File: config.mk
export PLATFORM = sky130hd
export DESIGN_NAME = mux_unstriping_flat
export DESIGN_NICKNAME = d
export VERILOG_FILES = /design/src/rtl/mux_unstriping_if.sv /design/src/rtl/mux_unstriping.sv /design/src/flat_wrapper.sv
export SDC_FILE = /design/constraint.sdc
export NUM_CORES = 1
export LEC_CHECK = 0
export BUFFER_PORTS_ARGS = -buffer_cell sky130_fd_sc_hd__buf_2
export CORE_MARGIN = 1
export CORE_UTILIZATION = 60
export CTS_BUF_LIST = sky130_fd_sc_hd__clkbuf_8
export DETAILED_ROUTE_END_ITERATION = 10
export HOLD_SLACK_MARGIN = 0.08
export PLACE_DENSITY = 0.95
export SETUP_SLACK_MARGIN = 0.15
export SLEW_MARGIN = 20
export SYNTH_ARGS = -nofsm -noshare
export SYNTH_HDL_FRONTEND = slang
export SYNTH_SLANG_ARGS = --single-unit
File: constraint.sdc
create_clock -name clk -period 7.2 [get_ports clk]
set_input_delay 0.72 -clock clk [delete_from_list [all_inputs] [get_ports clk]]
set_output_delay 0.72 -clock clk [all_outputs]
set_load 0.02 [all_outputs]
File: src/rtl/mux_unstriping_if.sv
// Lane inputs and recombined output of the two-lane unstriping stage.
// The master drives the lanes and the slave drives the output stream.
interface mux_unstriping_if #(
    parameter int WIDTH = 32
);
    logic [WIDTH-1:0] data_in0;
    logic             valid_in0;
    logic [WIDTH-1:0] data_in1;
    logic             valid_in1;
    logic [WIDTH-1:0] data_out;
    logic             valid_out;
    logic             lane_sel;
    logic             error;

    modport master (
        output data_in0, valid_in0, data_in1, valid_in1,
        input  data_out, valid_out, lane_sel, error
    );

    modport slave (
        input  data_in0, valid_in0, data_in1, valid_in1,
        output data_out, valid_out, lane_sel, error
    );
endinterface

File: src/rtl/mux_unstriping.sv
// Recombines two striped lanes into one word stream, strictly alternating lane 0 / lane 1.
// Optional macro UNSTRIPE_SKEW_BUF_EN deepens each lane buffer from 1 to 2 words.
module mux_unstriping #(
    parameter int WIDTH = 32
) (
    input  logic             clk,
    input  logic             reset_L,
    mux_unstriping_if.slave  bus
);

`ifdef UNSTRIPE_SKEW_BUF_EN
    localparam int CAP = 2;
`else
    localparam int CAP = 1;
`endif

    // Storage is always two entries deep so a 1-bit pointer indexes it; CAP limits occupancy.
    logic [WIDTH-1:0] r_mem     [2][2];
    logic             r_rd_ptr  [2];
    logic             r_wr_ptr  [2];
    logic [1:0]       r_count   [2];
    logic [WIDTH-1:0] r_data_out;
    logic             r_valid_out;
    logic             r_lane_sel;
    logic             r_error;

    logic [WIDTH-1:0] w_in_data  [2];
    logic             w_in_valid [2];
    logic             w_pop;
    logic             w_pop_lane [2];
    logic             w_push     [2];
    logic             w_drop     [2];

    function automatic logic ptr_next(input logic p);
        return (CAP == 1) ? 1'b0 : ~p;
    endfunction

    always_comb begin
        // NOTE: every combinational output gets a default before any branch, so no latch can form.
        w_in_data[0]  = bus.data_in0;
        w_in_data[1]  = bus.data_in1;
        w_in_valid[0] = bus.valid_in0;
        w_in_valid[1] = bus.valid_in1;
        w_pop         = (r_count[r_lane_sel] != 2'd0);
        for (int l = 0; l < 2; l++) begin
            w_pop_lane[l] = w_pop && (r_lane_sel == 1'(l));
            w_push[l]     = w_in_valid[l] && ((r_count[l] != 2'(CAP)) || w_pop_lane[l]);
            w_drop[l]     = w_in_valid[l] && (r_count[l] == 2'(CAP)) && !w_pop_lane[l];
        end
    end

    always_ff @(posedge clk) begin
        if (!reset_L) begin
            for (int l = 0; l < 2; l++) begin
                r_rd_ptr[l] <= 1'b0;
                r_wr_ptr[l] <= 1'b0;
                r_count[l]  <= 2'd0;
            end
            r_data_out  <= '0;
            r_valid_out <= 1'b0;
            r_lane_sel  <= 1'b0;
            r_error     <= 1'b0;
        end else begin
            for (int l = 0; l < 2; l++) begin
                if (w_push[l])
                    r_wr_ptr[l] <= ptr_next(r_wr_ptr[l]);
                if (w_pop_lane[l])
                    r_rd_ptr[l] <= ptr_next(r_rd_ptr[l]);
                r_count[l] <= r_count[l] + {1'b0, w_push[l]} - {1'b0, w_pop_lane[l]};
            end
            if (w_pop) begin
                r_data_out <= r_mem[r_lane_sel][r_rd_ptr[r_lane_sel]];
                r_lane_sel <= ~r_lane_sel;
            end
            r_valid_out <= w_pop;
            if (w_drop[0] || w_drop[1])
                r_error <= 1'b1;
        end
    end

    // NOTE: the word storage has no reset; emptying a lane only needs its count and pointers cleared.
    always_ff @(posedge clk) begin
        for (int l = 0; l < 2; l++) begin
            if (reset_L && w_push[l])
                r_mem[l][r_wr_ptr[l]] <= w_in_data[l];
        end
    end

    assign bus.data_out  = r_data_out;
    assign bus.valid_out = r_valid_out;
    assign bus.lane_sel  = r_lane_sel;
    assign bus.error     = r_error;

endmodule

File: src/flat_wrapper.sv
// flat-port wrapper written by rule: the top's interface ports become plain ports
module mux_unstriping_flat 
#(
    parameter int WIDTH = 32
)
  (clk, reset_L, bus_data_in0, bus_valid_in0, bus_data_in1, bus_valid_in1, bus_data_out, bus_valid_out, bus_lane_sel, bus_error);
  mux_unstriping_if #(.WIDTH(WIDTH)) bus_i ();
  input  logic clk;
  input  logic reset_L;
  input wire logic [$bits(bus_i.data_in0)-1:0] bus_data_in0;
  input wire logic [$bits(bus_i.valid_in0)-1:0] bus_valid_in0;
  input wire logic [$bits(bus_i.data_in1)-1:0] bus_data_in1;
  input wire logic [$bits(bus_i.valid_in1)-1:0] bus_valid_in1;
  output wire logic [$bits(bus_i.data_out)-1:0] bus_data_out;
  output wire logic [$bits(bus_i.valid_out)-1:0] bus_valid_out;
  output wire logic [$bits(bus_i.lane_sel)-1:0] bus_lane_sel;
  output wire logic [$bits(bus_i.error)-1:0] bus_error;
  assign bus_i.data_in0 = bus_data_in0;
  assign bus_i.valid_in0 = bus_valid_in0;
  assign bus_i.data_in1 = bus_data_in1;
  assign bus_i.valid_in1 = bus_valid_in1;
  assign bus_data_out = bus_i.data_out;
  assign bus_valid_out = bus_i.valid_out;
  assign bus_lane_sel = bus_i.lane_sel;
  assign bus_error = bus_i.error;
  mux_unstriping #(.WIDTH(WIDTH)) u_core (.clk(clk), .reset_L(reset_L), .bus(bus_i));
endmodule
# --- Word-level counts from Yosys, hierarchy flattened ---
# Memories as Yosys holds them, arrays and structs flattened. A register that Yosys moved wholly into a read port is not among the register bits.
# Cells that the tools add are included.
totals:
  register_bits: 35
  latch_bits: 0
  ram_bits: 132
  romBits: 0
  in_bits: 68
  out_inout_bits: 35
  wordCells: 62
  n_memories: 2
memory_table:
  columns: ["name", "words", "width", "read_ports", "rd_ports_with_merged_regs", "write_ports", "line_no", "source"]
  rows:
  - ["u_core.r_mem", 2, 64, 1, 1, 2, "mux_unstriping.sv:18", "logic [WIDTH-1:0] r_mem [2][2];"]
  - ["u_core.r_count", 2, 2, 3, 1, 2, "mux_unstriping.sv:21", "logic [1:0] r_count [2];"]
op_classes:
  add_sub_neg: 4
  mul: 0
  div: 0
  order_cmp: 5
  eq_ne: 4
  shifts: 0
  muxes: 19
  n_bitwise: 6
  reduce_logical: 18
ops:
  columns: ["op", "n"]
  rows:
  - ["32-bit 2-to-1 mux", 5]
  - ["64-bit 2-to-1 mux", 2]
  - ["32-bit demux with 1-bit select", 2]
  - ["1-bit logical AND", 12]
  - ["1-bit 2-to-1 mux", 8]
  - ["2-bit >= comparator (second input constant)", 3]
  - ["1-bit NOT with 2-bit output (first input constant)", 3]
  - ["2-bit by 1-bit adder with 2-bit output", 2]
  - ["2-bit by 1-bit == test with 1-bit output (second input constant)", 2]
  - ["2-bit by 1-bit < comparator with 1-bit output (second input constant)", 2]
  - ["2-bit 2-to-1 mux", 2]
  - ["2-bit by 1-bit != test with 1-bit output (second input constant)", 2]
  - ["2-bit by 1-bit subtractor with 2-bit output", 2]
  - ["1-bit logical OR", 3]
  - ["1-bit zero test", 2]
  - ["1-bit OR", 2]
  - ["2-bit nonzero test", 1]
  - ["1-bit NOT", 1]

# --- Depth between registers and ports, before layout ---
depth:
  ltp_word: 7
  depth_mapped: 11

# --- Least setup slack after synthesis ---
# No wires, ideal clock.
synth_path:
  path_kind: "register -> register"
  startpoint: "reg with a tool-made name"
  endpoint: "mem u_core.r_mem[1][32] (netlist name) (enable)"
  setup_time_ps: 392
  arrival_ps: 2019
  t_required_ps: 6808
  setup_slack_ps: 4789
  path_stages_with_launch: 8
  path_buffers: 1
  cell_sequence: "dfxtp_1 buf_2 nor3_1 a21oi_1 ha_1 nor2_1 nand2_1 and3_1"
synth_rtl:
  columns: ["item", "line_no"]
  rows:
  - ["to (decl)", "mux_unstriping.sv:18"]

==> results.cfg <==
[clocking]
clock_path_buffers = 2
htreeDepth = 3
numCtsBuffers = 9
worstSkewPairLatency_ps = 380
cts_resized = 0
cts_num_sinks = 104
postCtsHoldBufs = 0
post-cts-setup-buffer-count = 0
root_buffer = clkbuf_8
clkSlewWorstSetupHoldPaths_ps = 100
tritoncts = yes

[sta]
clock_skew_ps = 11.7
setup_violations = 0
slew_headroom_pct = 34.2
final-hold-violation-count = 0
min_period_ps = 3140
clock.fmax_mhz = 318
min_period_over_period_pct = 43.6
rsz0062_at_grt = no
tightest_slew_ps = 987
setup_tns_ps = 0
slew_violations = 0

[global_route]
overflow = 0
grt_first_pass_wirelength_mm = 14.7
grt_pass1_vias = 3011
antenna_found_initial = 0
grt_max_degree = 131
grtUsageTotal_pct = 26.3

[route]
vias = 3152
drtAntennaViolNets = 0
drt-initial-drc-count = 334
viasPerCell = 5.98
wl_per_cell_um = 17.9
drt_wl_total_mm = 9.43
drc = 0
dr.pass1.iters = 5

[die]
rows = 30
core_um2 = 6910
start_util_pct = 63.2
die-area_um2 = 7620
boundaryPins = 103
die_x_um = 87.3
die_y_um = 87.3

[finish]
drive_gt1_share_pct = 32.0
nets = 501
nFillCells = 494
diodes = 0
syn_to_final_growth_pct = 15.1

[synthesis]
synth_top_area_share_pct = 44.0
synth.most_common_cell = nand3_1
async_flop_share_pct = 0
synthesis.nets = 415
yosys_register_bits = 104
synth_area_leader_cell = edfxtp_1
syn_area_per_cell_um2 = 12.8
synth_cell_types = 24
syn_area_um2 = 4360
synth-edff-count = 64
synth_seq_area_share_pct = 62.4
yosys_warnings = 0
synthCells = 340
synth_flop_cell = edfxtp_1
synthTopCellsByCount = nand3_1 (65), edfxtp_1 (64), nand3b_1 (64), dfxtp_1 (40), a41oi_1 (19)
synth_area_leaders = edfxtp_1 (44%), dfxtp_1 (18%), nand3b_1 (11%)

[pwr]
power.density_nw_per_um2 = 370
totalPowerFinal_uw = 1860
ir_worst_vdd_mv = 0.312
leakage_uw = 0.00179

[hold_path]
hp-class = in2reg

[critical_path]
cp.arrival_ps = 3200
required_ps = 7260
cp-start-kind = flip-flop
cp-end-kind = flip-flop
reg2reg_setup_slack_ps = 4060
path_max_fanout = 130
path_class = reg2reg

[placed_design]
portBuffers = 102
hpwl_mm = 6.11
gp_congestion = 0.765

[flow_run]
cap_violations = 0

[outcome]
status = complete, no violations
[through the flow]
step | setup slack, ps | utilization (%) | std cells | hold WS (ps) | cell area [um2]
floorplan | 4790 | - | 340 | 505 | 4360
global placement | 4250 | 70.3 | 511 | 498 | 4860
detailed placement | 4070 | 70.3 | 511 | 525 | 4860
CTS | 4060 | 72.7 | 527 | 503 | 5020
global route | 3780 | 72.7 | 527 | 501 | 5020
finish | 4060 | 72.7 | 527 | 512 | 5020
[path summary, 6_finish.rpt]
path | from | to | cells past startpoint
max | flip-flop | u_core.r_mem[1][56] | 7
min | bus_data_in0[16] | u_core.r_mem[0][48] | 1
max reg2reg | flip-flop | u_core.r_mem[1][56] | 7
min reg2reg | u_core.bus.lane_sel | u_core.bus.lane_sel | 2
[layout by cell type, fill, tap and decap left out, drive strengths merged]
master	count
nand2	4
nand3b	64
mux2i	1
and2	7
clkinvlp	1
or2	2
buf	106
a41oi	32
a31oi	1
clkbuf	9
nand3	65
edfxtp	64
nor3	3
xor2	2
a21oi	2
inv	7
ha	7
dfxtp	40
nor2	7
and3	2
clkinv	5
[report_power, final]
part	leakage, uW	switching, uW	internal [uW]
combinational	0.000775	395	244
clock	0.0000892	193	123
sequential	0.000927	138	764
[critical path, stage by stage, from the launching register on]
cell	delay, ps
dfxtp_4	1010
nor3_1	90
a21oi_1	380
ha_1	260
nor2_1	60
nand2_1	80
and3_1	540
buf_4	390
[state kept, by name, summed over array words and instances, names as in the netlist, named ones only]
| name | count |
|---|---|
| u_core.bus.lane_sel | 1 |
| u_core.r_count | 4 |
| u_core.bus.data_out | 32 |
| u_core.r_mem | 64 |
| u_core.bus.valid_out | 1 |
| u_core.bus.error | 1 |
[final cells by class]
cell class                      count  area (um2)  share of cell area (%)
Clock inverter                      7        41.3                   0.822
Tap cell                           96         120                    2.39
Multi-Input combinational cell    199        1450                    28.8
Sequential cell                   104        2730                    54.3
Clock buffer                        9         124                    2.47
Inverter                            6        22.5                   0.449
Timing Repair Buffer              106         541                    10.8
[layer usage]
metal / global-route usage (%) / wire length (um) / up-vias
li1: - / - / 1473
met1: 33.1 / 3840 / 1516
met2: 43.8 / 4820 / 144
met3: 5.78 / 592 / 19
met4: 11.8 / 180 / 0
met5: 0 / 0 / -
[logic make-up (layout without fill, tap and decap cells)]
group,after synthesis,in the layout,share of synthesized area (%)
adder cells (fa/ha/maj),7,7,2.01
multiplexers,1,1,0.229
buffers and inverters,37,128,4.53
flip-flops,104,104,62.4
AND/OR/NAND/NOR,154,154,21.4
XOR/XNOR,2,2,0.402
AO/OA/AOI/OAI,35,35,9.03
Power figures use the tool's default switching activity.
